`config.mk`:
```
export PLATFORM = sky130hd
export DESIGN_NAME = sync_fifo_param_flat
export DESIGN_NICKNAME = d
export VERILOG_FILES = /design/src/rtl/sync_fifo_param_if.sv /design/src/rtl/sync_fifo_param.sv /design/src/flat_wrapper.sv
export SDC_FILE = /design/constraint.sdc
export NUM_CORES = 1
export LEC_CHECK = 0
export CAP_MARGIN = 20
export CORE_UTILIZATION = 40
export DETAILED_ROUTE_END_ITERATION = 7
export SLEW_MARGIN = 15
export SYNTH_ARGS = -nofsm -noshare
export SYNTH_HDL_FRONTEND = slang
export SYNTH_SLANG_ARGS = --single-unit
```
`constraint.sdc`:
```
create_clock -name clk -period 3.1 [get_ports clk]
set_clock_uncertainty 0.05 [all_clocks]
set_input_delay 0.62 -clock clk [delete_from_list [all_inputs] [get_ports clk]]
set_output_delay 0.62 -clock clk [all_outputs]
set_load 0.005 [all_outputs]
```
`src/rtl/sync_fifo_param_if.sv`:
```
// Producer/consumer bundle for sync_fifo_param: write side, read side, status and error pulses.
interface sync_fifo_param_if #(
  parameter int unsigned DATA_W = 8,
  parameter int unsigned DEPTH  = 64
);
  localparam int unsigned CNT_W = $clog2(DEPTH) + 1;

  logic              wr_en;
  logic [DATA_W-1:0] wr_data;
  logic              rd_en;
  logic [DATA_W-1:0] rd_data;
  logic              rd_valid;
  logic              full;
  logic              empty;
  logic              almost_full;
  logic              almost_empty;
  logic [CNT_W-1:0]  count;
  logic              overflow;
  logic              underflow;

  modport master (
    output wr_en, wr_data, rd_en,
    input  rd_data, rd_valid, full, empty, almost_full, almost_empty,
           count, overflow, underflow
  );

  modport slave (
    input  wr_en, wr_data, rd_en,
    output rd_data, rd_valid, full, empty, almost_full, almost_empty,
           count, overflow, underflow
  );
endinterface

```
`src/rtl/sync_fifo_param.sv`:
```
// Parametrised synchronous FIFO with thresholds, read-valid strobe and error pulses.
// Define SYNC_FIFO_FWFT_EN for first-word-fall-through reads (default: 1-cycle registered read).
module sync_fifo_param #(
  parameter int unsigned DATA_W   = 8,
  parameter int unsigned DEPTH    = 64,
  parameter int unsigned AF_LEVEL = DEPTH - 4,
  parameter int unsigned AE_LEVEL = 4
) (
  input  logic               clk,
  input  logic               rst,
  sync_fifo_param_if.slave   bus
);
  localparam int unsigned ADDR_W = $clog2(DEPTH);
  localparam int unsigned CNT_W  = ADDR_W + 1;

  if (DATA_W < 1) begin : g_bad_width
    $fatal(1, "sync_fifo_param: DATA_W must be >= 1");
  end
  if (DEPTH < 4 || (DEPTH & (DEPTH - 1)) != 0) begin : g_bad_depth
    $fatal(1, "sync_fifo_param: DEPTH must be a power of two >= 4");
  end
  if (AF_LEVEL > DEPTH) begin : g_bad_af
    $fatal(1, "sync_fifo_param: AF_LEVEL exceeds DEPTH");
  end
  if (AE_LEVEL >= AF_LEVEL) begin : g_bad_ae
    $fatal(1, "sync_fifo_param: AE_LEVEL must be below AF_LEVEL");
  end

  logic [DATA_W-1:0] mem_q [DEPTH];
  logic [ADDR_W-1:0] wr_ptr_q, wr_ptr_d;
  logic [ADDR_W-1:0] rd_ptr_q, rd_ptr_d;
  logic [CNT_W-1:0]  count_q, count_d;
  logic              full_q, full_d;
  logic              empty_q, empty_d;
  logic              almost_full_q, almost_full_d;
  logic              almost_empty_q, almost_empty_d;
  logic              overflow_q, overflow_d;
  logic              underflow_q, underflow_d;
  logic              wr_acc_c, rd_acc_c;
`ifndef SYNC_FIFO_FWFT_EN
  logic [DATA_W-1:0] rd_data_q, rd_data_d;
  logic              rd_valid_q, rd_valid_d;
`endif

  // Accept decisions and next state, all from registered occupancy.
  always_comb begin
    wr_acc_c    = bus.wr_en & ~full_q;
    rd_acc_c    = bus.rd_en & ~empty_q;
    wr_ptr_d    = wr_ptr_q;
    rd_ptr_d    = rd_ptr_q;
    count_d     = count_q;
    overflow_d  = bus.wr_en & full_q;
    underflow_d = bus.rd_en & empty_q;
`ifndef SYNC_FIFO_FWFT_EN
    rd_data_d   = rd_data_q;
    rd_valid_d  = 1'b0;
`endif

    if (wr_acc_c) wr_ptr_d = wr_ptr_q + ADDR_W'(1);
    if (rd_acc_c) begin
      rd_ptr_d = rd_ptr_q + ADDR_W'(1);
`ifndef SYNC_FIFO_FWFT_EN
      rd_data_d  = mem_q[rd_ptr_q];
      rd_valid_d = 1'b1;
`endif
    end

    case ({wr_acc_c, rd_acc_c})
      2'b10:   count_d = count_q + CNT_W'(1);
      2'b01:   count_d = count_q - CNT_W'(1);
      default: count_d = count_q;
    endcase

    // Flags are registered copies of the count decode, so they track count_q exactly.
    full_d         = (count_d == CNT_W'(DEPTH));
    empty_d        = (count_d == CNT_W'(0));
    almost_full_d  = (count_d >= CNT_W'(AF_LEVEL));
    almost_empty_d = (count_d <= CNT_W'(AE_LEVEL));
  end

  always_ff @(posedge clk or posedge rst) begin
    if (rst) begin
      wr_ptr_q       <= '0;
      rd_ptr_q       <= '0;
      count_q        <= '0;
      full_q         <= 1'b0;
      empty_q        <= 1'b1;
      almost_full_q  <= 1'b0;
      almost_empty_q <= 1'b1;
      overflow_q     <= 1'b0;
      underflow_q    <= 1'b0;
`ifndef SYNC_FIFO_FWFT_EN
      rd_data_q      <= '0;
      rd_valid_q     <= 1'b0;
`endif
    end else begin
      wr_ptr_q       <= wr_ptr_d;
      rd_ptr_q       <= rd_ptr_d;
      count_q        <= count_d;
      full_q         <= full_d;
      empty_q        <= empty_d;
      almost_full_q  <= almost_full_d;
      almost_empty_q <= almost_empty_d;
      overflow_q     <= overflow_d;
      underflow_q    <= underflow_d;
`ifndef SYNC_FIFO_FWFT_EN
      rd_data_q      <= rd_data_d;
      rd_valid_q     <= rd_valid_d;
`endif
    end
  end

  // Storage array is intentionally not reset.
  always_ff @(posedge clk) begin
    if (wr_acc_c) mem_q[wr_ptr_q] <= bus.wr_data;
  end

`ifdef SYNC_FIFO_FWFT_EN
  assign bus.rd_data  = mem_q[rd_ptr_q];
  assign bus.rd_valid = ~empty_q;
`else
  assign bus.rd_data  = rd_data_q;
  assign bus.rd_valid = rd_valid_q;
`endif
  assign bus.full         = full_q;
  assign bus.empty        = empty_q;
  assign bus.almost_full  = almost_full_q;
  assign bus.almost_empty = almost_empty_q;
  assign bus.count        = count_q;
  assign bus.overflow     = overflow_q;
  assign bus.underflow    = underflow_q;
endmodule

```
`src/flat_wrapper.sv`:
```
// flat-port wrapper written by rule: the top's interface ports become plain ports
module sync_fifo_param_flat 
#(
  parameter int unsigned DATA_W   = 8,
  parameter int unsigned DEPTH    = 64,
  parameter int unsigned AF_LEVEL = DEPTH - 4,
  parameter int unsigned AE_LEVEL = 4
)
  (clk, rst, bus_wr_en, bus_wr_data, bus_rd_en, bus_rd_data, bus_rd_valid, bus_full, bus_empty, bus_almost_full, bus_almost_empty, bus_count, bus_overflow, bus_underflow);
  sync_fifo_param_if #(.DATA_W(DATA_W), .DEPTH(DEPTH)) bus_i ();
  input  logic clk;
  input  logic rst;
  input wire logic [$bits(bus_i.wr_en)-1:0] bus_wr_en;
  input wire logic [$bits(bus_i.wr_data)-1:0] bus_wr_data;
  input wire logic [$bits(bus_i.rd_en)-1:0] bus_rd_en;
  output wire logic [$bits(bus_i.rd_data)-1:0] bus_rd_data;
  output wire logic [$bits(bus_i.rd_valid)-1:0] bus_rd_valid;
  output wire logic [$bits(bus_i.full)-1:0] bus_full;
  output wire logic [$bits(bus_i.empty)-1:0] bus_empty;
  output wire logic [$bits(bus_i.almost_full)-1:0] bus_almost_full;
  output wire logic [$bits(bus_i.almost_empty)-1:0] bus_almost_empty;
  output wire logic [$bits(bus_i.count)-1:0] bus_count;
  output wire logic [$bits(bus_i.overflow)-1:0] bus_overflow;
  output wire logic [$bits(bus_i.underflow)-1:0] bus_underflow;
  assign bus_i.wr_en = bus_wr_en;
  assign bus_i.wr_data = bus_wr_data;
  assign bus_i.rd_en = bus_rd_en;
  assign bus_rd_data = bus_i.rd_data;
  assign bus_rd_valid = bus_i.rd_valid;
  assign bus_full = bus_i.full;
  assign bus_empty = bus_i.empty;
  assign bus_almost_full = bus_i.almost_full;
  assign bus_almost_empty = bus_i.almost_empty;
  assign bus_count = bus_i.count;
  assign bus_overflow = bus_i.overflow;
  assign bus_underflow = bus_i.underflow;
  sync_fifo_param #(.DATA_W(DATA_W), .DEPTH(DEPTH), .AF_LEVEL(AF_LEVEL), .AE_LEVEL(AE_LEVEL)) u_core (.clk(clk), .rst(rst), .bus(bus_i));
endmodule
```
==> flow_summary.json, run 1 <==
{
  "outcome": "finished, violations left",
  "violations": "design-rule violations",
  "reg2reg_to": "u_core.bus.full",
  "wl_per_cell_um": 25.0,
  "finish.utilization_pct": 47.8,
  "cts_tree": "yes",
  "rsz0062_at_grt": "false",
  "worstPathRequired_ns": 3.56,
  "diodes": 0,
  "cp.arrival_ns": 3.14,
  "setup_viol_count_final": 0,
  "cts_buffers": 56,
  "maxCapViolCount": 0,
  "cts-resized-gates": 0,
  "multi_input_area_sq_um": 4970,
  "layout_min_cycle_time_ns": 2.68,
  "setup_slack_ns": 0.422,
  "ys_ff_latch": 546,
  "syn_area_sq_um": 21600,
  "place_congestion": 0.852,
  "portBuffers": 33,
  "fmax_mhz": 373,
  "drtIter0Drc": 958,
  "cts-root-buf": "clkbuf_16",
  "vias": 10900,
  "die_y_um": 234,
  "end_kind": "flop",
  "yosysSeqAreaShare_pct": 75.2,
  "reg2reg_depth": 10,
  "h-tree-depth": 2,
  "fill_cells": 4338,
  "wl_um": 49100,
  "drc": 5,
  "rr_startpoint": "u_core.bus.empty",
  "worst-slew-pin-transition_ns": 0.775,
  "ff2ff_setup_slack_ns": 0.48,
  "nNetsFinal": 1249,
  "cts_setup_buffers": 0,
  "grt_max_degree": 65,
  "core_region_area_sq_um": 52900,
  "track_usage_pct": 18.4,
  "die_area_sq_um": 54900,
  "p_leak_nw": 8.26,
  "synthArstFlopShare_pct": 6.23,
  "grt_overflow": 0,
  "synth.avg_cell_area_sq_um": 20.3,
  "initial_core_util_pct": 40.8,
  "crit_fanout": 4,
  "clock_latency_ns": 0.61,
  "design_area_sq_um": 25300,
  "syn_nets": 1080,
  "yosys.cell_types.count": 56,
  "power_density_nw_per_um2": 863,
  "hpwlAfterDp_um": 31700,
  "slowest_stage": "clkdlybuf4s50_1",
  "area_growth_pct": 17.3,
  "post-route-period-util_pct": 86.4,
  "relSlewSlack_pct": 48.3,
  "tns_ns": 0,
  "std_cell_rows": 84,
  "startpoint_type": "input port",
  "maxSlewViolCount": 0,
  "cp_cell_sequence": "clkdlybuf4s50_1 -> nand2b_4 -> nor2_1 -> xor2_1 -> ha_1 -> a2111o_1 -> o311ai_1 -> or3_1 -> a2111o_1 -> a211oi_1",
  "hold_class": "in2async",
  "clock-sinks": 546,
  "dr.pass1.iters": 8,
  "ys_warn_count": 0,
  "cts_buffer_depth": 3,
  "synth_edf_count": 512,
  "peakVddDrop_mv": 0.465,
  "critPathMaxStageDelay_ns": 0.52,
  "hold_ws_ns": 0.402,
  "netlist_instances": 1064,
  "num_io_pins": 34,
  "dieWidth_um": 234,
  "grt_pass1_vias": 11000,
  "antenna_found_initial": 0,
  "avgViaCountPerCell": 5.54,
  "register_area_sq_um": 16200,
  "synth_flop_cell": "edfxtp_1",
  "final_layout_size_suffix_gt1_share_pct": 30.2,
  "final-hold-violation-count": 0,
  "crit_top_cell": "a2111o_1",
  "crit_type": "in2reg",
  "dpl_worst_slack_ns": -0.184,
  "clkTransAtPathRegs_ns": 0.06,
  "placed_cell_area_sq_um": 23600,
  "postRouteAntennaNets": 0,
  "holdBufCountCts": 0,
  "grt_pass1_wl_um": 72200
}
==> where the power goes <==
group	internal (W)	switching [W]
sequential	0.00851	0.000594
clock	0.00365	0.00275
combinational	0.00302	0.00329
total	0.0152	0.00663
==> registers in the layout (all words and copies together) (netlist names) <==
register                 count
u_core.mem_q               512
u_core.bus.rd_data           8
u_core.bus.count             7
u_core.rd_ptr_q              6
u_core.wr_ptr_q              6
u_core.bus.almost_empty      1
u_core.bus.almost_full       1
u_core.bus.empty             1
u_core.bus.full              1
u_core.bus.overflow          1
u_core.bus.rd_valid          1
u_core.bus.underflow         1
==> final cells by class <==
class                           count  area share (%)
Multi-Input combinational cell    446            19.6
Sequential cell                   546            64.2
Timing Repair Buffer              171            5.69
Clock buffer                       69            5.90
Clock inverter                     32           0.970
Inverter                           12           0.178
Tap cell                          688            3.40
==> worst max-delay path: cells and delay by family <==
family	cells	cell delay (ns)
AO/OA/AOI/OAI	4	0.99
AND/OR/NAND/NOR	3	0.60
buffers and inverters	1	0.52
adder cells (fa/ha/maj)	1	0.24
XOR/XNOR	1	0.17
==> stage by stage <==
step / total power [W] / std cells
floorplan: 0.0131 / 1064
global placement: 0.0156 / 1863
detailed placement: 0.0156 / 1863
CTS: 0.0220 / 1964
global route: 0.0227 / 1964
finish: 0.0218 / 1964
==> cells in the mapped netlist, types with 7 or more instances <==
master	instances	area, sq um
edfxtp_1	512	15400
mux4_2	140	3150
nor2_1	80	300
nand2_1	49	184
dfrtp_1	32	801
clkbuf_1	22	82.6
buf_2	19	95.1
a21oi_1	16	80.1
a211oi_1	13	97.6
nand3_1	13	65.1
xnor2_1	13	114
and2_1	12	75.1
inv_1	11	41.3
buf_4	9	67.6
a22oi_1	8	60.1
mux2i_1	8	80.1
mux2_2	7	78.8
o221ai_1	7	61.3
==> worst max path at each step <==
stage	from	end	slack (ns)	cells past startpoint
2_1_floorplan	bus_rd_en	u_core.bus.almost_empty	0.25	11
3_3_place_gp	bus_rd_en	u_core.bus.full	-0.14	10
3_5_place_dp	bus_rd_en	u_core.bus.full	-0.18	10
4_1_cts	bus_rd_en	u_core.bus.full	0.45	10
5_1_grt	bus_rd_en	u_core.bus.full	0.26	10
6_report	bus_rd_en	u_core.bus.full	0.42	10
==> placed cells by master (no fill, tap or decap), drive strengths merged, types with 16 or more instances in the layout <==
cell type / instances
nor2: 80
buf: 146
edfxtp: 512
clkdlybuf4s50: 25
nand2: 49
clkbuf: 69
dfrtp: 32
a21oi: 16
mux4: 140
clkinv: 26
==> per-layer routing <==
metal	vias to the layer above	track usage (%)	part of all wire, %
met5	-	0	0
met4	0	5.42	2.4
met3	64	3.75	6.4
met2	367	28.3	47
met1	5767	26.4	44
li1	4690	-	-
==> kinds of logic (layout without fill, tap and decap cells) <==
kind of cell / Yosys count / count (layout) / share of synthesized area, %
XOR/XNOR: 17 / 17 / 0.690
flip-flops: 546 / 546 / 75.2
buffers and inverters: 72 / 284 / 1.73
adder cells (fa/ha/maj): 4 / 4 / 0.232
multiplexers: 155 / 155 / 15.4
AND/OR/NAND/NOR: 189 / 189 / 4.01
AO/OA/AOI/OAI: 81 / 81 / 2.75
No activity file was read; power rests on OpenSTA's default activity.
==> run 2, diff against run 1 <==
- CORE_MARGIN: default -> 5
- CORE_UTILIZATION: 40 -> 25
- CTS_BUF_LIST: default -> sky130_fd_sc_hd__clkbuf_2
==> flow_summary.json, run 2 (synthesis gave the netlist of run 1 again) <==
{
  "rsz0062_at_grt": "false",
  "dr.pass1.iters": 5,
  "track_usage_pct": 11.2,
  "initial_core_util_pct": 25.3,
  "avgViaCountPerCell": 4.49,
  "final_cell_mix": "edfxtp_1, clkbuf_2, mux4_2, buf_4, nor2_1",
  "startpoint_type": "flop",
  "p_int_w": 0.0134,
  "dpl_worst_slack_ns": -0.203,
  "power_density_nw_per_um2": 795,
  "outcome": "finished, final reports clean",
  "die_area_sq_um": 92300,
  "clkPwrFrac_pct": 23.3,
  "nNetsFinal": 1333,
  "antenna_found_initial": 2,
  "crit_type": "reg2out",
  "grt_max_degree": 65,
  "drc": 0,
  "cts_tree": "yes",
  "setup_slack_ns": 0.150,
  "switching_power_w": 0.00677,
  "drtIter0Drc": 970,
  "hold_class": "in2reg",
  "largest_reg_flops": 512,
  "vias": 11500,
  "cp.arrival_ns": 2.28,
  "critPathMaxStageDelay_ns": 0.58,
  "std_cell_rows": 107,
  "final_common_cell": "edfxtp_1",
  "grt_overflow": 0,
  "hold_ws_ns": 0.147,
  "clock-sinks": 546,
  "core_region_area_sq_um": 85400,
  "worstPathRequired_ns": 2.43,
  "wl_per_cell_um": 20.4,
  "portBuffers": 33,
  "power.share.switching_pct": 33.5,
  "p_leak_nw": 8.34,
  "share_comb_of_total_power_pct": 31.8,
  "cts_buffer_depth": 3,
  "crit_family": "flip-flops",
  "clock_latency_ns": 1.11,
  "cts_setup_buffers": 0,
  "maxCapViolCount": 0,
  "h-tree-depth": 4,
  "num_io_pins": 34,
  "slowest_stage": "dfrtp_1",
  "finish.utilization_pct": 29.8,
  "seq_power_share_pct": 44.9,
  "peakVddDrop_mv": 0.452,
  "grt_pass1_wl_um": 78400,
  "regMostFlops": "u_core.mem_q",
  "postRouteAntennaNets": 0,
  "dieWidth_um": 304,
  "post-route-period-util_pct": 95.1,
  "grt_pass1_vias": 12000,
  "setup_viol_count_final": 0,
  "final_layout_size_suffix_gt1_share_pct": 36.5,
  "path_buf_inv": 1,
  "maxSlewViolCount": 0,
  "relSlewSlack_pct": 43.7,
  "final-hold-violation-count": 0,
  "crit_fanout": 2,
  "layout_min_cycle_time_ns": 2.95,
  "place_congestion": 0.806,
  "cts-root-buf": "clkbuf_2",
  "wl_um": 52100,
  "clkTransAtPathRegs_ns": 0.12,
  "die_y_um": 304,
  "cts_buffers": 135,
  "fmax_mhz": 339,
  "worst-slew-pin-transition_ns": 0.845,
  "end_kind": "output pin",
  "cp_cell_sequence": "clkdlybuf4s50_1",
  "area_growth_pct": 17.9,
  "fin_cells": 2552,
  "hpwlAfterDp_um": 33100,
  "placed_cells": 2316
}
==> run 2: cell count changes in the layout (fill, tap and decap cells not counted), sizes merged, moves of 2 or more <==
| cell | before | now |
|---|---|---|
| buf | 146 | 143 |
| clkbuf | 69 | 193 |
| clkinv | 26 | 23 |
| clkinvlp | 3 | 6 |
| dlygate4sd3 | 0 | 8 |
| inv | 12 | 14 |
==> run 2: per-stage QoR <==
stage | setup TNS (ns) | total power [W] | cell area (sq um)
global placement | -0.420 | 0.0156 | 24100
global route | 0 | 0.0214 | 25400
CTS | 0 | 0.0205 | 25400
finish | 0 | 0.0202 | 25400
detailed placement | -0.573 | 0.0157 | 24100
floorplan | 0 | 0.0131 | 21600
==> run 2: worst paths after layout <==
| check | start | to | slack, ns | depth (start not counted) |
|---|---|---|---|---|
| setup / recovery | u_core.bus.rd_data[7] | bus_rd_data[7] | 0.15 | 1 |
| hold / removal | bus_wr_data[7] | u_core.mem_q[56][7] | 0.15 | 1 |
| setup reg to reg | u_core.bus.empty | u_core.bus.empty | 0.34 | 9 |
| hold reg to reg | u_core.bus.rd_data[1] | u_core.bus.rd_data[1] | 0.46 | 2 |
| max in group asynchronous | rst | u_core.bus.rd_data[3] | 1.78 | 4 |
| min in group asynchronous | rst | u_core.bus.full | 0.45 | 3 |
==> run 2: what timing repair did <==
item,CTS,global route
endpoints found under the hold margin,126,1
hold buffers,7,1
resized for setup,2,2
endpoints found under the setup margin,2,2
cloned,0,0
==> run 2: power groups by stage <==
| stage | logic (W) | registers [W] | clock network (W) |
|---|---|---|---|
| finish | 0.00644 | 0.00907 | 0.00471 |
| global route | 0.00691 | 0.00913 | 0.00532 |
| CTS | 0.00651 | 0.00906 | 0.00488 |
| detailed placement | 0.00648 | 0.00922 | 0 |
| global placement | 0.00644 | 0.00920 | 0 |
| floorplan | 0.00430 | 0.00881 | 0 |
==> run 2: final cells by class <==
| class | instances | area [sq um] |
|---|---|---|
| inverter | 12 | 45.0 |
| antenna | 1 | 2.50 |
| clock buffer | 193 | 966 |
| sequential | 546 | 16200 |
| fill | 8444 | 60000 |
| multi-input combinational | 446 | 4970 |
| timing repair buffer | 176 | 1530 |
| clock inverter | 34 | 238 |
| tap | 1144 | 1430 |
==> run 2: metal layers <==
layer  wire length, um  share of wire (%)  track usage, %  up-vias
li1                  -                  -               -     4955
met1             22600                 43            15.5     5939
met2             24000                 46            16.9      472
met3              4680                9.0            3.98       86
met4               911                1.7            3.12        0
met5                 0                  0               0        -
==> run 3, diff against run 2 <==
- CORE_UTILIZATION: 25 -> 50
- PLACE_DENSITY: default -> 0.66
- clock period: 3.1 -> 3.3 ns (I/O delays scaled with it)
==> flow_summary.json, run 3 (synthesis gave the netlist of run 1 again) <==
{
  "nNetsFinal": 1321,
  "largest_reg_flops": 512,
  "grt_max_degree": 65,
  "maxSlewViolCount": 0,
  "clock_latency_ns": 1.09,
  "area_growth_pct": 13.8,
  "peakVddDrop_mv": 0.332,
  "clkTransAtPathRegs_ns": 0.11,
  "cts-root-buf": "clkbuf_2",
  "dpl_worst_slack_ns": -0.00349,
  "crit_fanout": 14,
  "crit_family": "flip-flops",
  "clock-sinks": 546,
  "drtIter0Drc": 1033,
  "place_congestion": 0.872,
  "slowest_stage": "dfrtp_1",
  "cp_cell_sequence": "clkdlybuf4s50_1",
  "die_y_um": 218,
  "worst-slew-pin-transition_ns": 0.784,
  "rsz0062_at_grt": "false",
  "power_density_nw_per_um2": 757,
  "post-route-period-util_pct": 90.4,
  "dr.pass1.iters": 8,
  "critPathMaxStageDelay_ns": 0.63,
  "grt_pass1_vias": 11700,
  "h-tree-depth": 4,
  "drc": 1,
  "die_area_sq_um": 47400,
  "violations": "design-rule violations",
  "crit_type": "reg2out",
  "final_common_cell": "edfxtp_1",
  "p_leak_nw": 8.27,
  "num_io_pins": 34,
  "end_kind": "output pin",
  "maxCapViolCount": 0,
  "initial_core_util_pct": 50.3,
  "worstPathRequired_ns": 2.59,
  "cts_buffer_depth": 3,
  "cts_buffers": 133,
  "final-hold-violation-count": 0,
  "postRouteAntennaNets": 0,
  "cts_tree": "yes",
  "fill_cells": 3294,
  "wl_um": 47800,
  "wl_per_cell_um": 24.1,
  "antenna_found_initial": 1,
  "cts-resized-gates": 0,
  "hold_ws_ns": 0.104,
  "regMostFlops": "u_core.mem_q",
  "grt_pass1_wl_um": 72500,
  "path_buf_inv": 1,
  "avgViaCountPerCell": 5.73,
  "grt_overflow": 0,
  "final_layout_size_suffix_gt1_share_pct": 35.3,
  "dieWidth_um": 218,
  "cp.arrival_ns": 2.27,
  "portBuffers": 33,
  "layout_min_cycle_time_ns": 2.98,
  "track_usage_pct": 20.7,
  "startpoint_type": "flop",
  "outcome": "finished, violations left",
  "fmax_mhz": 335,
  "std_cell_rows": 76,
  "final_cell_mix": "edfxtp_1, clkbuf_2, mux4_2, buf_4, nor2_1",
  "hold_class": "in2reg",
  "hpwlAfterDp_um": 30500,
  "fin_total_pwr_w": 0.0186,
  "relSlewSlack_pct": 47.8,
  "setup_viol_count_final": 0,
  "core_region_area_sq_um": 42900,
  "setup_slack_ns": 0.316,
  "vias": 11400
}
==> run 3: worst reg2reg max path: stages (launching register included) <==
cell,delay [ns]
dfstp_2,0.57
nand2b_4,0.13
buf_4,0.25
inv_1,0.08
ha_1,0.23
buf_4,0.17
a21oi_1,0.13
o22ai_1,0.10
a2bb2oi_1,0.36
and3_1,0.22
a221oi_1,0.11
a211oi_1,0.26
==> run 3: routing by layer <==
layer | share of wire, % | track usage (%)
met1 | 43 | 29.3
met2 | 48 | 31.9
met3 | 7.1 | 4.91
met4 | 2.6 | 7.50
met5 | 0 | 0
==> run 3: what timing repair did <==
item	in CTS	in global routing
buffers inserted	0	0
endpoints found under the hold margin	95	0
hold buffers	7	0
==> run 3: cell type report <==
| class | instances | area [sq um] | share of cell area, % |
|---|---|---|---|
| clock buffers | 191 | 956 | 3.89 |
| flip-flops and latches | 546 | 16200 | 66.1 |
| multi-input cells | 446 | 4970 | 20.2 |
| inverters | 12 | 45.0 | 0.183 |
| well taps | 585 | 732 | 2.98 |
| repair buffers | 166 | 1390 | 5.68 |
| clock inverters | 34 | 211 | 0.861 |
| diodes | 2 | 5.00 | 0.0204 |
==> run 3: where the power goes <==
part	switching (W)	leakage [nW]	internal, W	total, W
logic	0.00296	2.36	0.00274	0.00570
registers	0.000599	5.01	0.00798	0.00858
clock network	0.00252	0.896	0.00177	0.00429
==> run 3: path summary, 6_finish.rpt <==
| kind | to | slack (ns) | from | depth (start not counted) |
|---|---|---|---|---|
| min in group asynchronous | u_core.rd_ptr_q[2] | 0.49 | rst | 3 |
| hold / removal | u_core.mem_q[56][0] | 0.10 | bus_wr_data[0] | 1 |
| setup / recovery | bus_count[3] | 0.32 | u_core.bus.count[3] | 1 |
| hold reg to reg | u_core.wr_ptr_q[2] | 0.47 | u_core.wr_ptr_q[2] | 1 |
| max in group asynchronous | u_core.wr_ptr_q[1] | 1.94 | rst | 4 |
| setup reg to reg | u_core.bus.almost_empty | 0.55 | u_core.bus.empty | 11 |
==> run 3: through the flow <==
stage | util (%) | cells | instance area [sq um] | setup TNS (ns)
after floorplan | - | 1064 | 21600 | 0
after global placement | 54.4 | 1748 | 23300 | 0
after detailed placement | 54.4 | 1748 | 23300 | -0.00349
after CTS | 57.2 | 1980 | 24500 | 0
after global routing | 57.2 | 1982 | 24600 | 0
final | 57.2 | 1982 | 24600 | 0
